**config.mk**
```make
export PLATFORM = sky130hd
export DESIGN_NAME = keypad_scan_ctrl
export DESIGN_NICKNAME = d
export VERILOG_FILES = /design/src/rtl/keypad_pkg.sv /design/src/rtl/keypad_key_fifo.sv /design/src/rtl/keypad_scan_ctrl.sv
export SDC_FILE = /design/constraint.sdc
export NUM_CORES = 1
export LEC_CHECK = 0
export CORE_UTILIZATION = 50
export CTS_CLUSTER_DIAMETER = 60
export DETAILED_ROUTE_END_ITERATION = 7
export PLACE_DENSITY = 0.71
export SYNTH_ARGS = -nofsm -noshare
export SYNTH_HDL_FRONTEND = slang
export SYNTH_SLANG_ARGS = --single-unit
```
**constraint.sdc**
```tcl
create_clock -name clk -period 2.8 [get_ports clk]
set_input_delay 0.28 -clock clk [delete_from_list [all_inputs] [get_ports clk]]
set_output_delay 0.28 -clock clk [all_outputs]
set_load 0.02 [all_outputs]
```
**src/rtl/keypad_pkg.sv**
```systemverilog
// Shared types and helpers for the matrix keypad scanner.
// Holds the scan FSM state encoding and the key-code width function.
package keypad_pkg;

    typedef enum logic [2:0] {
        IDLE,
        DEBOUNCE,
        SCAN,
        RESOLVE,
        HOLD
    } state_t;

    function automatic int code_w(input int rows, input int cols);
        return (rows * cols > 1) ? $clog2(rows * cols) : 1;
    endfunction

endpackage

```
**src/rtl/keypad_key_fifo.sv**
```systemverilog
// Synchronous key-code FIFO with push/pop, empty flag and overflow pulse.
// A push while full is accepted only if a pop frees a slot in the same cycle.
module keypad_key_fifo #(
    parameter int DEPTH = 4,
    parameter int WIDTH = 4
) (
    input  logic             clk,
    input  logic             reset,
    input  logic             push,
    input  logic [WIDTH-1:0] push_data,
    input  logic             pop,
    output logic [WIDTH-1:0] head,
    output logic             empty,
    output logic             overflow
);

    localparam int PW = $clog2(DEPTH);
    localparam logic [PW:0] FULL_CNT = (PW + 1)'(DEPTH);

    logic [WIDTH-1:0] mem [DEPTH];
    logic [PW-1:0]    wr_ptr;
    logic [PW-1:0]    rd_ptr;
    logic [PW:0]      count;
    logic             full;
    logic             do_pop;
    logic             do_push;

    assign empty   = (count == '0);
    assign full    = (count == FULL_CNT);
    assign do_pop  = pop && !empty;
    assign do_push = push && (!full || do_pop);
    assign head    = empty ? '0 : mem[rd_ptr];

    always_ff @(posedge clk or posedge reset) begin
        if (reset) begin
            wr_ptr   <= '0;
            rd_ptr   <= '0;
            count    <= '0;
            overflow <= 1'b0;
        end else begin
            overflow <= push && !do_push;
            if (do_push)
                wr_ptr <= wr_ptr + 1'b1;
            if (do_pop)
                rd_ptr <= rd_ptr + 1'b1;
            case ({do_push, do_pop})
                2'b10:   count <= count + 1'b1;
                2'b01:   count <= count - 1'b1;
                default: count <= count;
            endcase
        end
    end

    always_ff @(posedge clk) begin
        if (do_push)
            mem[wr_ptr] <= push_data;
    end

endmodule

```
**src/rtl/keypad_scan_ctrl.sv**
```systemverilog
// Parametrised matrix-keypad scanner: row synchroniser, debounce, column
// scan with ghost rejection, and a key-code FIFO on a valid/ready port.
module keypad_scan_ctrl
    import keypad_pkg::*;
#(
    parameter int NUM_ROWS        = 4,
    parameter int NUM_COLS        = 4,
    parameter int SYNC_STAGES     = 2,
    parameter int SETTLE_CYCLES   = 3,
    parameter int DEBOUNCE_CYCLES = 4,
    parameter int FIFO_DEPTH      = 4,
    localparam int CODE_W         = code_w(NUM_ROWS, NUM_COLS)
) (
    input  logic                clk,
    input  logic                reset,
    input  logic [NUM_ROWS-1:0] row_in,
    output logic [NUM_COLS-1:0] col_out,
    output logic [CODE_W-1:0]   key_code,
    output logic                key_valid,
    input  logic                key_ready,
    output logic                multi_key,
    output logic                overflow
);

    localparam int COL_W = (NUM_COLS > 1) ? $clog2(NUM_COLS) : 1;
    localparam int ROW_W = (NUM_ROWS > 1) ? $clog2(NUM_ROWS) : 1;
    localparam int SET_W = (SETTLE_CYCLES > 1) ? $clog2(SETTLE_CYCLES) : 1;
    localparam int DB_W  = $clog2(DEBOUNCE_CYCLES + 1);

    localparam logic [COL_W-1:0] LAST_COL   = COL_W'(NUM_COLS - 1);
    localparam logic [SET_W-1:0] LAST_SET   = SET_W'(SETTLE_CYCLES - 1);
    localparam logic [DB_W-1:0]  DB_DONE    = DB_W'(DEBOUNCE_CYCLES);
    localparam logic [DB_W-1:0]  HOLD_DONE  = DB_W'(DEBOUNCE_CYCLES - 1);

    logic [NUM_ROWS-1:0] sync_q [SYNC_STAGES];
    logic [NUM_ROWS-1:0] row_s;
    logic                any_row;

    state_t              state;
    logic [DB_W-1:0]     cnt;
    logic [COL_W-1:0]    col;
    logic [SET_W-1:0]    settle;
    logic                hit;
    logic                multi;
    logic [CODE_W-1:0]   hit_code;
    logic                push;

    logic                seen;
    logic                many;
    logic [ROW_W-1:0]    row_idx;
    logic [CODE_W-1:0]   sample_code;
    logic                take;
    logic                next_hit;
    logic                next_multi;
    logic                fifo_empty;

    always_ff @(posedge clk or posedge reset) begin
        if (reset) begin
            for (int i = 0; i < SYNC_STAGES; i++)
                sync_q[i] <= '0;
        end else begin
            sync_q[0] <= row_in;
            for (int i = 1; i < SYNC_STAGES; i++)
                sync_q[i] <= sync_q[i-1];
        end
    end

    assign row_s   = sync_q[SYNC_STAGES-1];
    assign any_row = |row_s;

    always_comb begin
        seen    = 1'b0;
        many    = 1'b0;
        row_idx = '0;
        for (int r = 0; r < NUM_ROWS; r++) begin
            if (row_s[r]) begin
                if (seen)
                    many = 1'b1;
                seen    = 1'b1;
                row_idx = ROW_W'(r);
            end
        end
    end

    // A second single-row hit in a later column is also a multi-key press.
    assign sample_code = CODE_W'(int'(row_idx) * NUM_COLS + int'(col));
    assign take        = seen && !many && !hit;
    assign next_hit    = hit || take;
    assign next_multi  = multi || many || (seen && !many && hit);

    always_ff @(posedge clk or posedge reset) begin
        if (reset) begin
            state     <= IDLE;
            col_out   <= '1;
            cnt       <= '0;
            col       <= '0;
            settle    <= '0;
            hit       <= 1'b0;
            multi     <= 1'b0;
            hit_code  <= '0;
            push      <= 1'b0;
            multi_key <= 1'b0;
        end else begin
            push      <= 1'b0;
            multi_key <= 1'b0;
            unique case (state)
                IDLE: begin
                    col_out <= '1;
                    if (any_row) begin
                        state <= DEBOUNCE;
                        cnt   <= DB_W'(1);
                    end
                end
                DEBOUNCE: begin
                    if (!any_row) begin
                        state <= IDLE;
                    end else if (cnt == DB_DONE) begin
                        state   <= SCAN;
                        col     <= '0;
                        settle  <= '0;
                        hit     <= 1'b0;
                        multi   <= 1'b0;
                        col_out <= NUM_COLS'(1);
                    end else begin
                        cnt <= cnt + 1'b1;
                    end
                end
                SCAN: begin
                    if (settle == LAST_SET) begin
                        settle <= '0;
                        hit    <= next_hit;
                        multi  <= next_multi;
                        if (take)
                            hit_code <= sample_code;
                        // Outcome is registered here so it is visible during RESOLVE.
                        if (col == LAST_COL) begin
                            state     <= RESOLVE;
                            col_out   <= '1;
                            push      <= next_hit && !next_multi;
                            multi_key <= next_multi;
                        end else begin
                            col     <= col + 1'b1;
                            col_out <= NUM_COLS'(1) << (col + 1'b1);
                        end
                    end else begin
                        settle <= settle + 1'b1;
                    end
                end
                RESOLVE: begin
                    col_out <= '1;
                    cnt     <= '0;
                    state   <= (multi || hit) ? HOLD : IDLE;
                end
                HOLD: begin
                    col_out <= '1;
                    if (any_row)
                        cnt <= '0;
                    else if (cnt == HOLD_DONE)
                        state <= IDLE;
                    else
                        cnt <= cnt + 1'b1;
                end
                default: begin
                    state   <= IDLE;
                    col_out <= '1;
                end
            endcase
        end
    end

    keypad_key_fifo #(
        .DEPTH (FIFO_DEPTH),
        .WIDTH (CODE_W)
    ) u_fifo (
        .clk       (clk),
        .reset     (reset),
        .push      (push),
        .push_data (hit_code),
        .pop       (key_ready),
        .head      (key_code),
        .empty     (fifo_empty),
        .overflow  (overflow)
    );

    assign key_valid = !fifo_empty;

endmodule

```
==> results.sh <==
export IMPL_place_detailed_hpwl_microns=2660
export IMPL_synth_sequential_area_ratio_pct=57.3
export IMPL_timing_hold_worst_start="sync_q[6]$_DFF_PP0_"
export IMPL_area_growth_synth_to_final_pct=14.0
export IMPL_die_y_microns=72.8
export IMPL_wire_length_of_the_first_global_routing_pass_microns=6300
export IMPL_via_per_inst=5.05
export IMPL_timing_critical_path_slowest_stage_cell="sky130_fd_sc_hd__dfrtp_1"
export IMPL_layout_worst_path_cycle_share_pct=84.2
export IMPL_synthFlopType="sky130_fd_sc_hd__dfrtp_1"
export IMPL_drt_pass_1_iters=4
export IMPL_cts_max_path_buffers=2
export IMPL_cts_htree_levels=2
export IMPL_synth_compound_area_share_pct=8.44
export IMPL_synth_instances=203
export IMPL_min_delay_path_depth=0
export IMPL_die_area_sq_um=5300
export IMPL_fin_tns_setup_ns=0
export IMPL_clk_root_buffer_cell="sky130_fd_sc_hd__clkbuf_8"
export IMPL_start_util_pct=52.3
export IMPL_antennaDiodeCount=0
export IMPL_floorplan_io_pins=18
export IMPL_gr_usage_met1_pct=21.0
export IMPL_worstSkewPairLatency_ns=0.31
export IMPL_crit_arrival_ns=2.08
export IMPL_yosysTopAreaCell="sky130_fd_sc_hd__dfrtp_1"
export IMPL_setup_worst_path_end_class="output port"
export IMPL_yosys_top_cells_count="sky130_fd_sc_hd__dfrtp_1 (34), sky130_fd_sc_hd__inv_1 (19), sky130_fd_sc_hd__edfxtp_1 (16), sky130_fd_sc_hd__nand2_1 (14)"
export IMPL_syn_mean_instance_area_sq_um=12.3
export IMPL_yosys_cell_types_count=46
export IMPL_met3_usage_pct=4.97
export IMPL_cts_sinks=54
export IMPL_synth_async_reset_ratio_pct=70.4
export IMPL_power_static_leakage_uw=0.00118
export IMPL_grt_busiest_layer="met2"
export IMPL_r2r_end="u_fifo.count[2]$_DFFE_PP0P_"
export IMPL_grt_antenna_before_repair=0
export IMPL_grt_start_max_net_pins=39
export IMPL_drc_errors=0
export IMPL_groute_usage_overall_pct=16.1
export IMPL_ys_warn_count=0
export IMPL_timing_critical_path_slowest_cell_delay_ns=0.55
export IMPL_finalHoldViolCount=0
export IMPL_slew_headroom_pct=64.4
export IMPL_first_iter_violations=79
export IMPL_crit_family="flip-flops"
export IMPL_hold_class="flip-flop to flip-flop"
export IMPL_via_count_of_the_first_global_routing_pass=1358
export IMPL_result_of_the_run="complete, no violations"
export IMPL_fin_total_pwr_uw=1860
export IMPL_crit_fanout=6
export IMPL_timing_reg2reg_setup_slack_ns=0.65
export IMPL_synth_area_mux_share_pct=6.69
export IMPL_clkTransAtPathRegs_ns=0.09
export IMPL_fraction_of_synthesized_cell_area_in_xor_and_xnor_cells_pct=2.45
export IMPL_synth_adder_area_share_pct=7.19
export IMPL_skew_ns=0.0104
export IMPL_gr_total_overflow=0
export IMPL_final_number_of_setup_violating_endpoints=0
export IMPL_post_synth_main_area_contributors="sky130_fd_sc_hd__dfrtp_1 (34%), sky130_fd_sc_hd__edfxtp_1 (19%), sky130_fd_sc_hd__ha_1 (6.0%)"
export IMPL_power_per_cell_area_nw_per_um2=652
export IMPL_vdd_ir_drop_worst_uv=499
export IMPL_critical_path_reg2reg_startpoint="u_fifo.count[1]$_DFFE_PP0P_"
export IMPL_worstRegToRegCells=9
export IMPL_required_ns=2.52
export IMPL_timing_fmax_ghz=0.424
export IMPL_synthMostInstantiatedCell="sky130_fd_sc_hd__dfrtp_1"
export IMPL_hold_path_endpoint="row_s[2]$_DFF_PP0_"
export IMPL_yosys_area_share_simple_pct=13.6
export IMPL_post_route_cells_drive_above_1_share_pct=12.9
export IMPL_vias=1470
export IMPL_critical_path_buf_inv_count=1
export IMPL_post_cts_hold_buffer_count=0
export IMPL_synth_top_area_share_pct=34.0
export IMPL_placementRows=25
export IMPL_finalWorstPathRequiredPeriod_ns=2.36
export IMPL_mappedNetlistNets=223
export IMPL_rsz_0062_raised_after_global_routing="false"
export IMPL_routabilityCongestion=0.815
export IMPL_clock_tree_from_tritoncts="yes"
export IMPL_finalWirelength_microns=3650
export IMPL_post_cts_resized_instances=0
export IMPL_crit_path_start_kind="flip-flop"
export IMPL_worst_pin_slew_ns=0.527
export IMPL_cts_post_setup_buffers_inserted=0
export IMPL_dieWidth_microns=72.8
export IMPL_cp_cell_sequence="mux4_2 -> and2_1 -> clkdlybuf4s50_1"
export IMPL_synth_seq_cells=54
export IMPL_route_detailed_wl_per_inst_microns=12.5
export IMPL_synth_edff_count=16
export IMPL_net_count_of_the_finished_layout=243
export IMPL_cts_buffers_inserted=5
export IMPL_worst_setup_path_type="flip-flop to output port"
export IMPL_synth_cell_area_sq_um=2500
export IMPL_main_combinational_cell_family_by_area_after_synthesis="simple AND/OR/NAND/NOR gates"
export IMPL_design_core_area_sq_um=4790
export IMPL_detail_route_antenna_nets=0
export IMPL_drv_cap=0
export IMPL_timing_max_transition_violations_final=0
export IMPL_grt_met2_usage_pct=25.3
export IMPL_port_buffers=17
export IMPL_critical_path_cell_count=3
-- worst reg2reg max path, delay by kind of cell (launching register included) --
kind                     cells  cell delay [ns]
buffers and inverters        2             0.15
flip-flops                   1             0.42
XOR/XNOR                     2             0.30
adder cells (fa/ha/maj)      2             0.56
AND/OR/NAND/NOR              3             0.65
-- kinds of logic (layout without fill, tap and decap cells) --
kind of cell	Yosys count	count (layout)
flip-flops	54	54
adder cells (fa/ha/maj)	14	14
buffers and inverters	26	47
XOR/XNOR	7	7
multiplexers	11	11
AND/OR/NAND/NOR	60	60
AO/OA/AOI/OAI	31	31
-- cells in the final DEF (no fill, tap or decap), types with 2 or more instances in the layout --
cell and count:
sky130_fd_sc_hd__dfrtp_1 34, sky130_fd_sc_hd__inv_1 19, sky130_fd_sc_hd__clkdlybuf4s50_1 17, sky130_fd_sc_hd__edfxtp_1 16, sky130_fd_sc_hd__nand2_1 14, sky130_fd_sc_hd__and2_1 12
sky130_fd_sc_hd__ha_1 12, sky130_fd_sc_hd__a21oi_1 9, sky130_fd_sc_hd__nor2_1 9, sky130_fd_sc_hd__mux2_2 6, sky130_fd_sc_hd__o21ai_0 5, sky130_fd_sc_hd__clkbuf_8 5
sky130_fd_sc_hd__nand2b_1 4, sky130_fd_sc_hd__nor4b_1 4, sky130_fd_sc_hd__xor2_1 4, sky130_fd_sc_hd__mux4_2 4, sky130_fd_sc_hd__dfstp_2 4, sky130_fd_sc_hd__nor2b_1 3
sky130_fd_sc_hd__nor3b_1 3, sky130_fd_sc_hd__nor3_1 3, sky130_fd_sc_hd__xnor2_1 3, sky130_fd_sc_hd__a22o_1 3, sky130_fd_sc_hd__buf_4 3, sky130_fd_sc_hd__a211o_1 2
sky130_fd_sc_hd__a211oi_1 2
-- worst max-delay path by stage --
| stage | end | startpoint |
|---|---|---|
| 2_1_floorplan | u_fifo.count[2]$_DFFE_PP0P_ | u_fifo.count[1]$_DFFE_PP0P_ |
| 3_5_place_dp | u_fifo.count[2]$_DFFE_PP0P_ | key_ready |
| 3_3_place_gp | u_fifo.count[2]$_DFFE_PP0P_ | key_ready |
| 6_report | key_code[1] | u_fifo.rd_ptr[0]$_DFFE_PP0P_ |
| 5_1_grt | key_code[1] | u_fifo.rd_ptr[0]$_DFFE_PP0P_ |
| 4_1_cts | key_code[1] | u_fifo.rd_ptr[0]$_DFFE_PP0P_ |
-- sequential cells by signal, summed over array words and instances (netlist names), 3 cells and up --
register	count
cnt	3
col_out	4
hit_code	4
row_s	4
state	3
sync_q	4
u_fifo.count	3
u_fifo.mem	16
-- metal layers --
| layer | vias up | share of wire, % |
|---|---|---|
| li1 | 744 | - |
| met1 | 698 | 48 |
| met2 | 22 | 47 |
| met3 | 6 | 3.1 |
| met4 | 0 | 1.7 |
| met5 | - | 0 |
-- through the flow --
stage	util (%)	hold WS, ns	worst slack, ns	instance area [sq um]	instances
finish	59.7	0.353	0.441	2860	291
CTS	59.7	0.354	0.408	2860	291
floorplan	-	0.311	0.760	2500	203
detailed placement	57.4	0.335	0.399	2750	283
global placement	57.4	0.334	0.458	2750	283
global route	59.7	0.359	0.340	2860	291
-- power by group --
part           switching [uW]  total [uW]  internal (uW)
Combinational             196         403            207
Clock                     240         507            267
Sequential               67.4         953            885
Total                     503        1860           1360
-- layout make-up --
| class | instances | area [sq um] |
|---|---|---|
| Sequential cell | 54 | 1440 |
| Clock buffer | 6 | 72.6 |
| Tap cell | 67 | 83.8 |
| Timing Repair Buffer | 20 | 193 |
| Clock inverter | 2 | 37.5 |
| Fill cell | 401 | 1930 |
| Inverter | 19 | 71.3 |
| Multi-Input combinational cell | 123 | 961 |
No activity file was read; power rests on OpenSTA's default activity.
